**config.mk**
```make
export PLATFORM = sky130hd
export DESIGN_NAME = mac_seq_flat
export DESIGN_NICKNAME = d
export VERILOG_FILES = /design/src/rtl/mac_pkg.sv /design/src/rtl/mac_seq_if.sv /design/src/rtl/mult_seq_core.sv /design/src/rtl/mac_seq.sv /design/src/flat_wrapper.sv
export SDC_FILE = /design/constraint.sdc
export NUM_CORES = 1
export LEC_CHECK = 0
export CAP_MARGIN = 20
export CORE_UTILIZATION = 35
export CTS_CLUSTER_DIAMETER = 150
export DETAILED_ROUTE_END_ITERATION = 8
export RECOVER_POWER = 25
export SLEW_MARGIN = 20
export SYNTH_ARGS = -nofsm -noshare
export SYNTH_HDL_FRONTEND = slang
export SYNTH_SLANG_ARGS = --single-unit
```
**constraint.sdc**
```tcl
create_clock -name clk -period 9.8 [get_ports clk]
set_clock_uncertainty 0.1 [all_clocks]
set_input_delay 2.45 -clock clk [delete_from_list [all_inputs] [get_ports clk]]
set_output_delay 2.45 -clock clk [all_outputs]
set_load 0.02 [all_outputs]
```
**src/rtl/mac_pkg.sv**
```systemverilog
// Shared types and helpers for the sequential multiply-accumulate unit:
// FSM encoding, default accumulator width and saturation limits.
package mac_pkg;

    localparam int MAX_ACC_W = 64;

    typedef enum logic [1:0] {
        ST_IDLE = 2'd0,
        ST_MUL  = 2'd1,
        ST_ACC  = 2'd2,
        ST_DONE = 2'd3
    } state_t;

    function automatic int default_acc_width(input int width);
        return 2 * width + 4;
    endfunction

    // Limits are returned in a 64-bit container; callers truncate to their width.
    function automatic logic [MAX_ACC_W-1:0] umax_f(input int width);
        return (64'd1 << width) - 64'd1;
    endfunction

    function automatic logic [MAX_ACC_W-1:0] smax_f(input int width);
        return (64'd1 << (width - 1)) - 64'd1;
    endfunction

    function automatic logic [MAX_ACC_W-1:0] smin_f(input int width);
        return 64'd1 << (width - 1);
    endfunction

endpackage

```
**src/rtl/mac_seq_if.sv**
```systemverilog
// Operand/result handshake bundle of mac_seq. The producer/consumer side
// uses the master modport, the MAC itself the slave modport.
interface mac_seq_if
    import mac_pkg::*;
#(
    parameter int WIDTH     = 8,
    parameter int ACC_WIDTH = default_acc_width(WIDTH)
);
    logic                 in_valid;
    logic                 in_ready;
    logic [WIDTH-1:0]     a;
    logic [WIDTH-1:0]     b;
    logic                 signed_mode;
    logic                 acc_clr;
    logic                 out_valid;
    logic                 out_ready;
    logic [ACC_WIDTH-1:0] acc;
    logic                 ovf;
    logic                 busy;

    modport master (
        output in_valid, a, b, signed_mode, acc_clr, out_ready,
        input  in_ready, out_valid, acc, ovf, busy
    );

    modport slave (
        input  in_valid, a, b, signed_mode, acc_clr, out_ready,
        output in_ready, out_valid, acc, ovf, busy
    );

endinterface

```
**src/rtl/mult_seq_core.sv**
```systemverilog
// Radix-2 shift-add unsigned multiplier: one partial-product step per clock,
// WIDTH steps after start. Operates on magnitudes only.
module mult_seq_core #(
    parameter int WIDTH = 8
) (
    input  logic               clk,
    input  logic               rst,
    input  logic               start,
    input  logic [WIDTH-1:0]   a_mag,
    input  logic [WIDTH-1:0]   b_mag,
    output logic [2*WIDTH-1:0] product,
    output logic               done
);
    localparam int              CNT_W    = $clog2(WIDTH);
    localparam logic [CNT_W-1:0] CNT_LAST = CNT_W'(WIDTH - 1);

    logic [2*WIDTH-1:0] mcand_q, mcand_d;
    logic [2*WIDTH-1:0] prod_q, prod_d;
    logic [WIDTH-1:0]   mplier_q, mplier_d;
    logic [CNT_W-1:0]   cnt_q, cnt_d;
    logic               run_q, run_d;

    // Load on start, otherwise one conditional add and shift per running cycle.
    always_comb begin
        mcand_d  = mcand_q;
        prod_d   = prod_q;
        mplier_d = mplier_q;
        cnt_d    = cnt_q;
        run_d    = run_q;
        if (start) begin
            mcand_d  = {{WIDTH{1'b0}}, a_mag};
            mplier_d = b_mag;
            prod_d   = {(2*WIDTH){1'b0}};
            cnt_d    = {CNT_W{1'b0}};
            run_d    = 1'b1;
        end else if (run_q) begin
            if (mplier_q[0]) begin
                prod_d = prod_q + mcand_q;
            end else begin
                prod_d = prod_q;
            end
            mcand_d  = mcand_q << 1;
            mplier_d = mplier_q >> 1;
            cnt_d    = cnt_q + CNT_W'(1);
            run_d    = (cnt_q != CNT_LAST);
        end else begin
            run_d = 1'b0;
        end
    end

    // Iteration state register.
    always_ff @(posedge clk or posedge rst) begin
        if (rst) begin
            mcand_q  <= {(2*WIDTH){1'b0}};
            prod_q   <= {(2*WIDTH){1'b0}};
            mplier_q <= {WIDTH{1'b0}};
            cnt_q    <= {CNT_W{1'b0}};
            run_q    <= 1'b0;
        end else begin
            mcand_q  <= mcand_d;
            prod_q   <= prod_d;
            mplier_q <= mplier_d;
            cnt_q    <= cnt_d;
            run_q    <= run_d;
        end
    end

    // High during the final iteration so the caller can leave MUL on the
    // same edge that writes the last partial product.
    assign done    = run_q & (cnt_q == CNT_LAST);
    assign product = prod_q;

endmodule

```
**src/rtl/mac_seq.sv**
```systemverilog
// Sequential multiply-accumulate unit: handshake FSM, sign handling and a
// wide accumulator with wrap or saturate overflow policy around mult_seq_core.
module mac_seq
    import mac_pkg::*;
#(
    parameter int WIDTH     = 8,
    parameter int ACC_WIDTH = default_acc_width(WIDTH),
    parameter int SATURATE  = 0
) (
    input logic      clk,
    input logic      rst,
    mac_seq_if.slave bus
);
    if (ACC_WIDTH < 2 * WIDTH || ACC_WIDTH > MAX_ACC_W || WIDTH < 2) begin : g_bad_params
        $error("mac_seq: need WIDTH >= 2 and 2*WIDTH <= ACC_WIDTH <= 64");
    end

    state_t               state_q, state_d;
    logic                 sign_q, sign_d;
    logic                 smode_q, smode_d;
    logic                 clr_q, clr_d;
    logic [ACC_WIDTH-1:0] acc_q, acc_d;
    logic                 ovf_q, ovf_d;
    logic                 in_ready_q, in_ready_d;
    logic                 out_valid_q, out_valid_d;
    logic                 busy_q, busy_d;

    logic                 start_s;
    logic                 mul_done_s;
    logic [WIDTH-1:0]     a_mag_s, b_mag_s;
    logic [2*WIDTH-1:0]   prod_mag_s;
    logic [ACC_WIDTH-1:0] prod_ext_s;
    logic [ACC_WIDTH:0]   sum_s;
    logic                 ovf_now_s;
    logic [ACC_WIDTH-1:0] sat_lim_s;

    // Control FSM; flag outputs are decoded from the next state and registered.
    always_comb begin
        state_d = state_q;
        start_s = 1'b0;
        case (state_q)
            ST_IDLE: begin
                if (bus.in_valid && in_ready_q) begin
                    start_s = 1'b1;
                    state_d = ST_MUL;
                end else begin
                    state_d = ST_IDLE;
                end
            end
            ST_MUL: begin
                if (mul_done_s) begin
                    state_d = ST_ACC;
                end else begin
                    state_d = ST_MUL;
                end
            end
            ST_ACC: state_d = ST_DONE;
            ST_DONE: begin
                if (bus.out_ready) begin
                    state_d = ST_IDLE;
                end else begin
                    state_d = ST_DONE;
                end
            end
            default: state_d = ST_IDLE;
        endcase
        in_ready_d  = (state_d == ST_IDLE);
        out_valid_d = (state_d == ST_DONE);
        busy_d      = (state_d != ST_IDLE);
    end

    // Operand capture: magnitudes go to the core, sign and mode stay here.
    always_comb begin
        if (bus.signed_mode && bus.a[WIDTH-1]) begin
            a_mag_s = -bus.a;
        end else begin
            a_mag_s = bus.a;
        end
        if (bus.signed_mode && bus.b[WIDTH-1]) begin
            b_mag_s = -bus.b;
        end else begin
            b_mag_s = bus.b;
        end
        if (start_s) begin
            sign_d  = bus.signed_mode & (bus.a[WIDTH-1] ^ bus.b[WIDTH-1]);
            smode_d = bus.signed_mode;
            clr_d   = bus.acc_clr;
        end else begin
            sign_d  = sign_q;
            smode_d = smode_q;
            clr_d   = clr_q;
        end
    end

    mult_seq_core #(
        .WIDTH (WIDTH)
    ) u_core (
        .clk     (clk),
        .rst     (rst),
        .start   (start_s),
        .a_mag   (a_mag_s),
        .b_mag   (b_mag_s),
        .product (prod_mag_s),
        .done    (mul_done_s)
    );

    // Signed products never exceed 2^(2*WIDTH-2), so zero-extending the
    // magnitude before negation is also a correct sign extension.
    always_comb begin
        if (sign_q) begin
            prod_ext_s = -ACC_WIDTH'(prod_mag_s);
        end else begin
            prod_ext_s = ACC_WIDTH'(prod_mag_s);
        end
        sum_s = {1'b0, acc_q} + {1'b0, prod_ext_s};
        if (smode_q) begin
            ovf_now_s = (acc_q[ACC_WIDTH-1] == prod_ext_s[ACC_WIDTH-1]) &&
                        (sum_s[ACC_WIDTH-1] != acc_q[ACC_WIDTH-1]);
        end else begin
            ovf_now_s = sum_s[ACC_WIDTH];
        end
        if (!smode_q) begin
            sat_lim_s = ACC_WIDTH'(umax_f(ACC_WIDTH));
        end else if (acc_q[ACC_WIDTH-1]) begin
            sat_lim_s = ACC_WIDTH'(smin_f(ACC_WIDTH));
        end else begin
            sat_lim_s = ACC_WIDTH'(smax_f(ACC_WIDTH));
        end
    end

    // Accumulator update happens only in ACC; ovf is sticky until a clearing op.
    always_comb begin
        acc_d = acc_q;
        ovf_d = ovf_q;
        if (state_q == ST_ACC) begin
            if (clr_q) begin
                acc_d = prod_ext_s;
                ovf_d = 1'b0;
            end else begin
                ovf_d = ovf_q | ovf_now_s;
                if (ovf_now_s && (SATURATE != 0)) begin
                    acc_d = sat_lim_s;
                end else begin
                    acc_d = sum_s[ACC_WIDTH-1:0];
                end
            end
        end else begin
            acc_d = acc_q;
            ovf_d = ovf_q;
        end
    end

    // Control and datapath registers.
    always_ff @(posedge clk or posedge rst) begin
        if (rst) begin
            state_q     <= ST_IDLE;
            sign_q      <= 1'b0;
            smode_q     <= 1'b0;
            clr_q       <= 1'b0;
            acc_q       <= {ACC_WIDTH{1'b0}};
            ovf_q       <= 1'b0;
            in_ready_q  <= 1'b1;
            out_valid_q <= 1'b0;
            busy_q      <= 1'b0;
        end else begin
            state_q     <= state_d;
            sign_q      <= sign_d;
            smode_q     <= smode_d;
            clr_q       <= clr_d;
            acc_q       <= acc_d;
            ovf_q       <= ovf_d;
            in_ready_q  <= in_ready_d;
            out_valid_q <= out_valid_d;
            busy_q      <= busy_d;
        end
    end

    assign bus.in_ready  = in_ready_q;
    assign bus.out_valid = out_valid_q;
    assign bus.acc       = acc_q;
    assign bus.ovf       = ovf_q;
    assign bus.busy      = busy_q;

endmodule

```
**src/flat_wrapper.sv**
```systemverilog
// flat-port wrapper written by rule: the top's interface ports become plain ports
module mac_seq_flat import mac_pkg::*;
#(
    parameter int WIDTH     = 8,
    parameter int ACC_WIDTH = default_acc_width(WIDTH),
    parameter int SATURATE  = 0
)
  (clk, rst, bus_in_valid, bus_a, bus_b, bus_signed_mode, bus_acc_clr, bus_out_ready, bus_in_ready, bus_out_valid, bus_acc, bus_ovf, bus_busy);
  mac_seq_if #(.WIDTH(WIDTH), .ACC_WIDTH(ACC_WIDTH)) bus_i ();
  input logic clk;
  input logic rst;
  input wire logic [$bits(bus_i.in_valid)-1:0] bus_in_valid;
  input wire logic [$bits(bus_i.a)-1:0] bus_a;
  input wire logic [$bits(bus_i.b)-1:0] bus_b;
  input wire logic [$bits(bus_i.signed_mode)-1:0] bus_signed_mode;
  input wire logic [$bits(bus_i.acc_clr)-1:0] bus_acc_clr;
  input wire logic [$bits(bus_i.out_ready)-1:0] bus_out_ready;
  output wire logic [$bits(bus_i.in_ready)-1:0] bus_in_ready;
  output wire logic [$bits(bus_i.out_valid)-1:0] bus_out_valid;
  output wire logic [$bits(bus_i.acc)-1:0] bus_acc;
  output wire logic [$bits(bus_i.ovf)-1:0] bus_ovf;
  output wire logic [$bits(bus_i.busy)-1:0] bus_busy;
  assign bus_i.in_valid = bus_in_valid;
  assign bus_i.a = bus_a;
  assign bus_i.b = bus_b;
  assign bus_i.signed_mode = bus_signed_mode;
  assign bus_i.acc_clr = bus_acc_clr;
  assign bus_i.out_ready = bus_out_ready;
  assign bus_in_ready = bus_i.in_ready;
  assign bus_out_valid = bus_i.out_valid;
  assign bus_acc = bus_i.acc;
  assign bus_ovf = bus_i.ovf;
  assign bus_busy = bus_i.busy;
  mac_seq #(.WIDTH(WIDTH), .ACC_WIDTH(ACC_WIDTH), .SATURATE(SATURATE)) u_core (.clk(clk), .rst(rst), .bus(bus_i));
endmodule
```
==> flow_summary.json, run 1 <==
{
  "gr-usage-all-layers": 0.162,
  "drc": 13,
  "hp-class": "flop to flop",
  "reg2regPathDepth": 12,
  "dp_hpwl_um": 8830,
  "dr_total_vias": 4464,
  "finalCritPeriodShare": 0.437,
  "grt_overflow": 0,
  "synth_cell_types": 50,
  "drtIter0Drc": 424,
  "grt_pass1_vias": 4339,
  "cp.required_ns": 9.93,
  "hold_buffers": 0,
  "utilization": 0.422,
  "tightest_slew_ns": 1.01,
  "endpoint_kind": "flop",
  "synth_xor_area_frac": 0.0894,
  "n_antenna_cell": 0,
  "layout_setup_ws_ns": 5.52,
  "violations": "design-rule violations",
  "swShare": 0.458,
  "synth_edf_count": 0,
  "core_um2": 14600,
  "clkPwrFrac": 0.145,
  "r2r_start": "u_core.u_core.product[4]",
  "max_freq_mhz": 233,
  "post_drt_wl_per_cell_um": 14.2,
  "layout_min_cycle_time_ns": 4.28,
  "min_path_cells": 2,
  "grt_max_degree": 74,
  "crit_type": "flop to flop",
  "power_density_nw_per_um2": 346,
  "slew_violations": 0,
  "synth_top_cell_area_share": 0.341,
  "die_y_um": 125,
  "dr.pass1.iters": 9,
  "setup_tns_ns": 0,
  "synth_area_um2": 5290,
  "cts_buffers": 9,
  "drive_gt1_frac": 0.0426,
  "antenna_found_initial": 0,
  "clock-root-buffer": "clkbuf_16",
  "clk_latency_ns": 0.33,
  "peakVddDrop_uv": 122,
  "row_count": 44,
  "cp-start-kind": "flop",
  "grt_first_pass_wirelength_um": 20900,
  "cts_sinks": 73,
  "post-cts-setup-buffer-count": 0,
  "nets": 716,
  "initial_core_util": 0.361,
  "cts_htree_levels": 3,
  "maxCapViolCount": 0,
  "p_sw_w": 0.000980,
  "p_comb_frac": 0.578,
  "ys_ff_latch": 73,
  "hold_violations": 0,
  "synth_compound_area_frac": 0.196,
  "p_int_w": 0.00116,
  "syn_inst": 618,
  "synthFlopType": "dfrtp_1",
  "synth_commonest_cells": "nand2_1, dfrtp_1, a21oi_1, nor2_1, o21ai_0",
  "yosysWarnings": 0,
  "placed_area_um2": 5900,
  "async_flop_share": 1.00,
  "synth_adder_area_share": 0.102,
  "ys_top_cells_by_area": "dfrtp_1, ha_1, nand2_1",
  "syn_avg_cell_area_um2": 8.56,
  "stdcell_area_um2": 6170,
  "synth-simple-area-share": 0.177,
  "relSlewSlack": 0.329,
  "synth_mux_area_frac": 0.0549,
  "post-place-cells": 825,
  "place_ws_ns": 5.36,
  "setup-violations-final": 0,
  "cts_resized": 0,
  "ant_nets": 0,
  "crit_fanout": 6,
  "routed_wl_um": 11900,
  "hp-start": "u_core.bus.acc[3]",
  "io_pins": 46,
  "dieArea_um2": 15600,
  "seqPwrFrac": 0.277,
  "rsz0062_at_grt": "false",
  "yosysTopAreaCell": "dfrtp_1",
  "cellLeakagePower_nw": 2.83,
  "post_drt_via_cell_ratio": 5.31,
  "gp_congestion": 0.837,
  "yosys.cell_count.top_type": "nand2_1",
  "die_x_um": 125,
  "clk_path_buf_depth": 2,
  "synth_seq_area_share": 0.346,
  "cts_tree": "done",
  "io_buffers": 45,
  "crit_start": "u_core.u_core.product[4]",
  "syn_to_final_growth_pct": 16.8,
  "arrival_ns": 4.42,
  "synthesis.nets": 682,
  "stdcell_count": 841,
  "cts.clk_slew.worst_paths_ns": 0.06,
  "synth_top_family_by_area": "compound AO/OA/AOI/OAI gates",
  "status": "finished with violations"
}
==> power groups by stage <==
stage / Sequential [W] / Clock, W / Combinational (W)
finish: 0.000592 / 0.000310 / 0.00124
floorplan: 0.000569 / 0 / 0.000953
detailed placement: 0.000600 / 0 / 0.00122
global placement: 0.000593 / 0 / 0.00120
global route: 0.000619 / 0.000332 / 0.00138
CTS: 0.000595 / 0.000318 / 0.00123
==> metal layers <==
| metal | wire length (um) | vias to the layer above | track usage |
|---|---|---|---|
| met5 | 0 | - | 0 |
| met4 | 145 | 0 | 0.0524 |
| met3 | 410 | 12 | 0.0266 |
| met2 | 5500 | 96 | 0.267 |
| met1 | 5850 | 2092 | 0.218 |
| li1 | - | 2264 | - |
==> path summary, 6_finish.rpt <==
path,end,slack [ns]
max reg2reg,u_core.bus.acc[18],5.52
max in group asynchronous,u_core.u_core.mcand_q[15],6.28
max,u_core.bus.acc[18],5.52
min in group asynchronous,u_core.bus.acc[2],2.74
min,u_core.bus.acc[3],0.42
min reg2reg,u_core.bus.acc[3],0.42
==> stage by stage <==
step | total power (W) | hold WS, ns
6_report | 0.00214 | 0.418
5_1_grt | 0.00233 | 0.446
4_1_cts | 0.00215 | 0.425
3_5_place_dp | 0.00182 | 0.411
3_3_place_gp | 0.00179 | 0.403
2_1_floorplan | 0.00152 | 0.379
==> area by class of cell <==
cell class / count / area, um^2
Clock inverter: 6 / 40.0
Clock buffer: 10 / 239
Timing Repair Buffer: 48 / 473
Multi-Input combinational cell: 496 / 3270
Fill cell: 1428 / 8470
Tap cell: 184 / 230
Inverter: 24 / 90.1
Sequential cell: 73 / 1830
==> worst max-delay path, stage by stage, from the launching register on <==
cell and delay [ns]:
dfrtp_1 0.47, or4_1 0.59, or3_4 0.36, or4_1 0.50, nand2_1 0.12, xnor2_1 0.12, ha_1 0.36, nand2_1 0.07
o21a_1 0.19, o21ai_0 0.55, a2111oi_0 0.21, a31o_2 0.26, a221oi_1 0.28
==> cells by family after synthesis <==
kind of cell | count (synthesis)
simple gates | 205
compound gates | 166
flops | 73
xor+xnor | 54
buf+inv | 49
fa+ha+maj | 42
mux | 29
==> cells in the final DEF, fill, tap and decap left out, types with 9 or more instances in the layout <==
cell and count:
dfrtp_1 72, a31oi_1 9, nor2b_1 10, mux2i_1 29, ha_1 40, nand3_1 17, o31ai_1 9, clkdlybuf4s50_1 42
inv_1 23, a21oi_1 55, nand2_1 85, o21ai_0 44, nor2_1 46, a21o_1 12, nor3_1 16, xnor2_1 32
xor2_1 22, clkbuf_16 9
==> sequential cells by signal (all words and copies together) (netlist names) <==
name                    cells
u_core.bus.acc             20
u_core.bus.busy             1
u_core.bus.in_ready         1
u_core.bus.out_valid        1
u_core.bus.ovf              1
u_core.clr_q                1
u_core.sign_q               1
u_core.smode_q              1
u_core.state_q              2
u_core.u_core.cnt_q         3
u_core.u_core.mcand_q      16
u_core.u_core.mplier_q      8
u_core.u_core.product      16
u_core.u_core.run_q         1
Power figures use the tool's default switching activity.
==> run 2, diff against run 1 <==
==> constraint.sdc (replaced) <==
create_clock -name clk -period 3.9 [get_ports clk]
set_clock_uncertainty 0.1 [all_clocks]
set_input_delay 0.975 -clock clk [delete_from_list [all_inputs] [get_ports clk]]
set_output_delay 0.975 -clock clk [all_outputs]
set_load 0.02 [all_outputs]
==> run 2 against run 1 <==
Wire length is 4.2% higher. First-iteration DRC count is 30% lower. The run still ends with design-rule violations left. Die area stayed put. Cell count is 2.1% higher.
==> flow_summary.json, run 2 (synthesis gave the netlist of run 1 again) <==
{
  "crit_fanout": 4,
  "p_sw_w": 0.00260,
  "n_antenna_cell": 0,
  "ant_nets": 0,
  "layout_common_cells": "nand2_1, dfrtp_1, a21oi_1",
  "maxCapViolCount": 0,
  "cellLeakagePower_nw": 2.96,
  "drc": 12,
  "cts_sinks": 73,
  "hp-class": "flop to flop",
  "syn_to_final_growth_pct": 21.2,
  "rsz0062_at_grt": "true",
  "nets": 734,
  "clkPwrFrac": 0.151,
  "p_int_w": 0.00317,
  "cts_tree": "done",
  "crit_type": "flop to flop",
  "grt_first_pass_wirelength_um": 20800,
  "clk_latency_ns": 0.33,
  "finalCritPeriodShare": 0.975,
  "antenna_found_initial": 0,
  "tightest_slew_ns": 1.35,
  "peakVddDrop_uv": 282,
  "dp_hpwl_um": 9330,
  "drtIter0Drc": 297,
  "endpoint_kind": "flop",
  "power_density_nw_per_um2": 900,
  "drive_gt1_frac": 0.0844,
  "grt_max_degree": 41,
  "relSlewSlack": 0.0999,
  "io_pins": 46,
  "num-fill-cells": 1398,
  "grt_pass1_vias": 4318,
  "hold_violations": 0,
  "cp-start-kind": "flop",
  "status": "finished with violations",
  "cts_htree_levels": 3,
  "stdcell_area_um2": 6410,
  "final_common_cell": "nand2_1",
  "setup-violations-final": 0,
  "violations": "design-rule violations",
  "hold_buffers": 0,
  "dr_total_vias": 4583,
  "placed_area_um2": 6010,
  "die_x_um": 125,
  "dr.pass1.iters": 7,
  "io_buffers": 45,
  "swShare": 0.450,
  "cp.required_ns": 4.01,
  "cts.clk_slew.worst_paths_ns": 0.06,
  "seqPwrFrac": 0.250,
  "cts_buffers": 9,
  "dieArea_um2": 15600,
  "routed_wl_um": 12400,
  "core_um2": 14600,
  "die_y_um": 125,
  "gp_congestion": 0.904,
  "grt_overflow": 0,
  "initial_core_util": 0.361,
  "p_comb_frac": 0.599,
  "layout_min_cycle_time_ns": 3.80,
  "clk_path_buf_depth": 2,
  "row_count": 44,
  "arrival_ns": 3.91,
  "max_freq_mhz": 263,
  "post_drt_wl_per_cell_um": 14.4,
  "fin_hold_ws_ns": 0.421,
  "clock-root-buffer": "clkbuf_16",
  "largest_reg_flops": 20,
  "slew_violations": 0,
  "gr-usage-all-layers": 0.164,
  "post_drt_via_cell_ratio": 5.34
}
[run 2: cell types whose count changed in the layout (fill, tap and decap cells not counted), sizes merged]
cell and delta:
clkbuf +4, bufinv +1, buf +15, clkinv -3, inv +1
[run 2: worst paths after layout]
kind	end	startpoint	cells after the start	slack [ns]
setup reg to reg	u_core.bus.acc[19]	u_core.u_core.product[3]	14	0.1
min in group asynchronous	u_core.u_core.cnt_q[0]	rst	2	1.35
hold / removal	u_core.bus.acc[13]	u_core.bus.acc[13]	2	0.42
max in group asynchronous	u_core.bus.acc[16]	rst	3	0.71
hold reg to reg	u_core.bus.acc[13]	u_core.bus.acc[13]	2	0.42
setup / recovery	u_core.bus.acc[19]	u_core.u_core.product[3]	14	0.1
[run 2: power by group through the flow]
stage          logic (W)  registers [W]  clock network [W]
2_1_floorplan    0.00240        0.00143                  0
3_3_place_gp     0.00316        0.00144                  0
3_5_place_dp     0.00325        0.00145                  0
4_1_cts          0.00327        0.00144           0.000891
5_1_grt          0.00384        0.00150           0.000927
6_report         0.00345        0.00144           0.000868
[run 2: per-layer routing]
layer,part of all wire,track usage,up-vias
met1,0.48,0.213,2155
met5,0,0,-
met4,0.015,0.0574,0
met3,0.034,0.0279,14
met2,0.47,0.275,109
li1,-,-,2305
[run 2: cell type report]
class | count | area (um^2) | share of cell area
Clock inverter | 5 | 60.1 | 0.00937
Sequential cell | 73 | 1830 | 0.285
Inverter | 24 | 90.1 | 0.0141
Multi-Input combinational cell | 496 | 3350 | 0.523
Clock buffer | 11 | 253 | 0.0394
Timing Repair Buffer | 66 | 598 | 0.0933
Tap cell | 184 | 230 | 0.0359
[run 2: repair_timing]
action	4_1_cts	5_1_grt
endpoints found under the hold margin	0	0
setup endpoints to repair	1	7
buffers inserted	0	5
pin swaps	0	5
resized for setup	1	17
[run 2: worst max-delay path, cell delays in order, from the launching register on]
cell,delay [ns]
dfrtp_1,0.38
or4_4,0.54
or3_4,0.35
or4_4,0.53
o21ai_1,0.17
xnor2_1,0.17
ha_1,0.31
a21oi_2,0.18
nor2b_1,0.07
nor2_1,0.18
o31ai_2,0.12
o21ai_1,0.18
buf_4,0.15
mux2i_1,0.17
nand3_1,0.09
[run 2: per-stage QoR]
stage,std cells,total power [W],setup TNS (ns),worst slack (ns),util
floorplan,618,0.00383,0,0.0961,-
global placement,838,0.00461,0,0.0909,0.410
detailed placement,838,0.00470,0,0.0334,0.410
CTS,854,0.00560,0,0.0130,0.432
global route,859,0.00627,-0.0245,-0.0167,0.438
finish,859,0.00577,0,0.0994,0.438
==> run 3, diff against run 2 <==
--- a/config.mk
+++ b/config.mk
@@ -5,10 +5,13 @@
 export SDC_FILE = /design/constraint.sdc
 export NUM_CORES = 1
 export LEC_CHECK = 0
+export ABC_AREA = 1
+export ABC_CLOCK_PERIOD_IN_PS = 3900
 export CAP_MARGIN = 20
 export CORE_UTILIZATION = 35
 export CTS_CLUSTER_DIAMETER = 150
 export DETAILED_ROUTE_END_ITERATION = 8
+export GPL_TIMING_DRIVEN = 0
 export RECOVER_POWER = 25
 export SLEW_MARGIN = 20
 export SYNTH_ARGS = -nofsm -noshare
==> run 3 against run 2 <==
The flow now finishes without violations. Count of clock-buffer cells in the layout decreased by 1. Global-route usage increased by 3.1 points. Sequential power decreased by 4%. Critical endpoint is now u_core.bus.ovf.
==> flow_summary.json, run 3 <==
{
  "critical_path.top_delay_family": "simple AND/OR/NAND/NOR gates",
  "cp.required_ns": 4.07,
  "place_ws_ns": 0.639,
  "drc": 0,
  "endpoint_kind": "flop",
  "syn_to_final_growth_pct": 18.1,
  "layout_common_cells": "nand2_1, inv_1, dfrtp_1",
  "synthFlopType": "dfrtp_1",
  "crit_type": "flop to flop",
  "hold_violations": 0,
  "cts_resized": 0,
  "hp-start": "u_core.u_core.cnt_q[2]",
  "hp-class": "flop to flop",
  "setup-violations-final": 0,
  "relSlewSlack": 0.0674,
  "max_freq_mhz": 297,
  "clock-root-buffer": "clkbuf_16",
  "yosysTopAreaCell": "dfrtp_1",
  "layout_setup_ws_ns": 0.528,
  "core_um2": 15800,
  "cpPeakStageDelay_ns": 0.46,
  "crit_chain": "inv_1, ha_1, nand4_2, nor3_4, nand2_2, o21ai_2, xor2_2, ha_1, nand2_1, inv_2, nand2_1, nand2_1, a21oi_1, nand3_1, nand2_1, nand3_1, nand2_1, nand2_1, a21oi_1",
  "clk_path_buf_depth": 2,
  "cts_htree_levels": 3,
  "crit_fanout": 5,
  "cts.clk_slew.worst_paths_ns": 0.06,
  "ff2ff_setup_slack_ns": 0.53,
  "worstSetupEndpoint": "u_core.bus.ovf",
  "drtIter0Drc": 249,
  "multi_input_area_um2": 3350,
  "initial_core_util": 0.358,
  "clk_latency_ns": 0.35,
  "async_flop_share": 1.00,
  "nets": 903,
  "seqCellArea_um2": 1830,
  "slew_violations": 0,
  "r2r_start": "u_core.u_core.product[0]",
  "post-cts-setup-buffer-count": 0,
  "cp-start-kind": "flop",
  "layout_min_cycle_time_ns": 3.37,
  "synth_seq_area_share": 0.322,
  "n_antenna_cell": 0,
  "row_count": 46,
  "crit_start": "u_core.u_core.product[0]",
  "power_density_nw_per_um2": 926,
  "hold_buffers": 0,
  "cts_sinks": 73,
  "cp_num_buf_inv": 2,
  "ant_nets": 0,
  "path_common_cell": "nand2_1",
  "synthesis.nets": 846,
  "yosysWarnings": 0,
  "ys_top_cells_by_area": "dfrtp_1, nand2_1, ha_1",
  "rsz0062_at_grt": "false",
  "status": "finished, final reports clean",
  "reg2regPathDepth": 19,
  "largest_reg_flops": 20,
  "grt_pass1_vias": 5042,
  "finalCritPeriodShare": 0.865,
  "post_drt_wl_per_cell_um": 14.2,
  "cp.depth": 19,
  "yosys.cell_count.top_type": "nand2_1",
  "grt_overflow": 0,
  "dieArea_um2": 16700,
  "peakVddDrop_uv": 308,
  "r2r_end": "u_core.bus.ovf",
  "dr.pass1.iters": 5,
  "cts_tree": "done",
  "final_common_cell": "nand2_1",
  "synth_edf_count": 0,
  "dr_total_vias": 5250,
  "antenna_found_initial": 0,
  "syn_avg_cell_area_um2": 7.25,
  "io_buffers": 45,
  "die_x_um": 129,
  "utilization": 0.423,
  "routed_wl_um": 15000,
  "arrival_ns": 3.54,
  "ys_ff_latch": 73,
  "num-fill-cells": 1641,
  "synth_area_um2": 5670,
  "maxCapViolCount": 0,
  "die_y_um": 129,
  "cellLeakagePower_nw": 3.30,
  "grt_max_degree": 56,
  "synth_top_cell_area_share": 0.318,
  "tightest_slew_ns": 1.40,
  "gp_congestion": 0.936,
  "io_pins": 46,
  "cpMaxStageDelayCell": "dfrtp_1",
  "grt_first_pass_wirelength_um": 24600,
  "drive_gt1_frac": 0.0865,
  "synth_cell_types": 54,
  "cts_buffers": 9,
  "min_path_cells": 2,
  "dp_hpwl_um": 11900,
  "gr-usage-all-layers": 0.195,
  "synth_commonest_cells": "nand2_1, inv_1, dfrtp_1, a21oi_1, o21ai_0",
  "post_drt_via_cell_ratio": 4.95,
  "syn_inst": 782
}
==> run 3: metrics by stage <==
step / hold WS, ns / instances / setup TNS, ns / power [W] / area (um^2)
final: 0.401 / 1060 / 0 / 0.00620 / 6700
after global routing: 0.411 / 1060 / 0 / 0.00681 / 6700
after CTS: 0.399 / 1060 / 0 / 0.00623 / 6720
after detailed placement: 0.376 / 1044 / 0 / 0.00533 / 6420
after global placement: 0.379 / 1043 / -29.30 / 0.00530 / 6390
after floorplan: 0.350 / 782 / 0 / 0.00429 / 5670
==> run 3: metal layers <==
layer	up-vias	track usage	wire length, um
li1	2730	-	-
met1	2380	0.232	6680
met2	113	0.338	7190
met3	27	0.0417	668
met4	0	0.0844	467
met5	-	0	0
==> run 3: cell type report <==
cell class              instances  share of cell area
multi-input cells             584               0.501
inverters                     110              0.0619
repair buffers                 46              0.0680
clock buffers                  10              0.0342
well taps                     216              0.0404
flip-flops and latches         73               0.273
clock inverters                 6              0.0103
plain buffers                  15              0.0116
==> run 3: cells by family (layout without fill, tap and decap cells) <==
family,count (synthesis),count (layout),synth area share
adders and majority gates,42,42,0.0953
and+or+nand+nor,326,326,0.255
DFF,73,73,0.322
buffers and inverters,125,187,0.0865
xor gates and xnor gates,30,30,0.0477
AOI/OAI and AO/OA,186,186,0.193
==> run 3: worst register-to-register path, delay by kind of cell (launching register included) <==
family / cells / cell delay, ns
xor+xnor: 1 / 0.21
compound gates: 3 / 0.48
flops: 1 / 0.46
fa+ha+maj: 2 / 0.56
buf+inv: 2 / 0.22
simple gates: 11 / 1.25
==> run 3: where the power goes <==
part | internal [W] | total (W) | switching, W
logic | 0.00147 | 0.00398 | 0.00251
clock network | 0.000498 | 0.000850 | 0.000352
registers | 0.00109 | 0.00138 | 0.000284
==> run 3: worst min path at each step <==
| stage | slack [ns] | endpoint |
|---|---|---|
| detailed placement | 0.38 | u_core.u_core.mplier_q[5] |
| finish | 0.40 | u_core.u_core.cnt_q[2] |
| CTS | 0.40 | u_core.u_core.mplier_q[5] |
| global placement | 0.38 | u_core.u_core.mplier_q[5] |
| global route | 0.41 | u_core.u_core.cnt_q[2] |
| floorplan | 0.35 | u_core.u_core.mplier_q[5] |
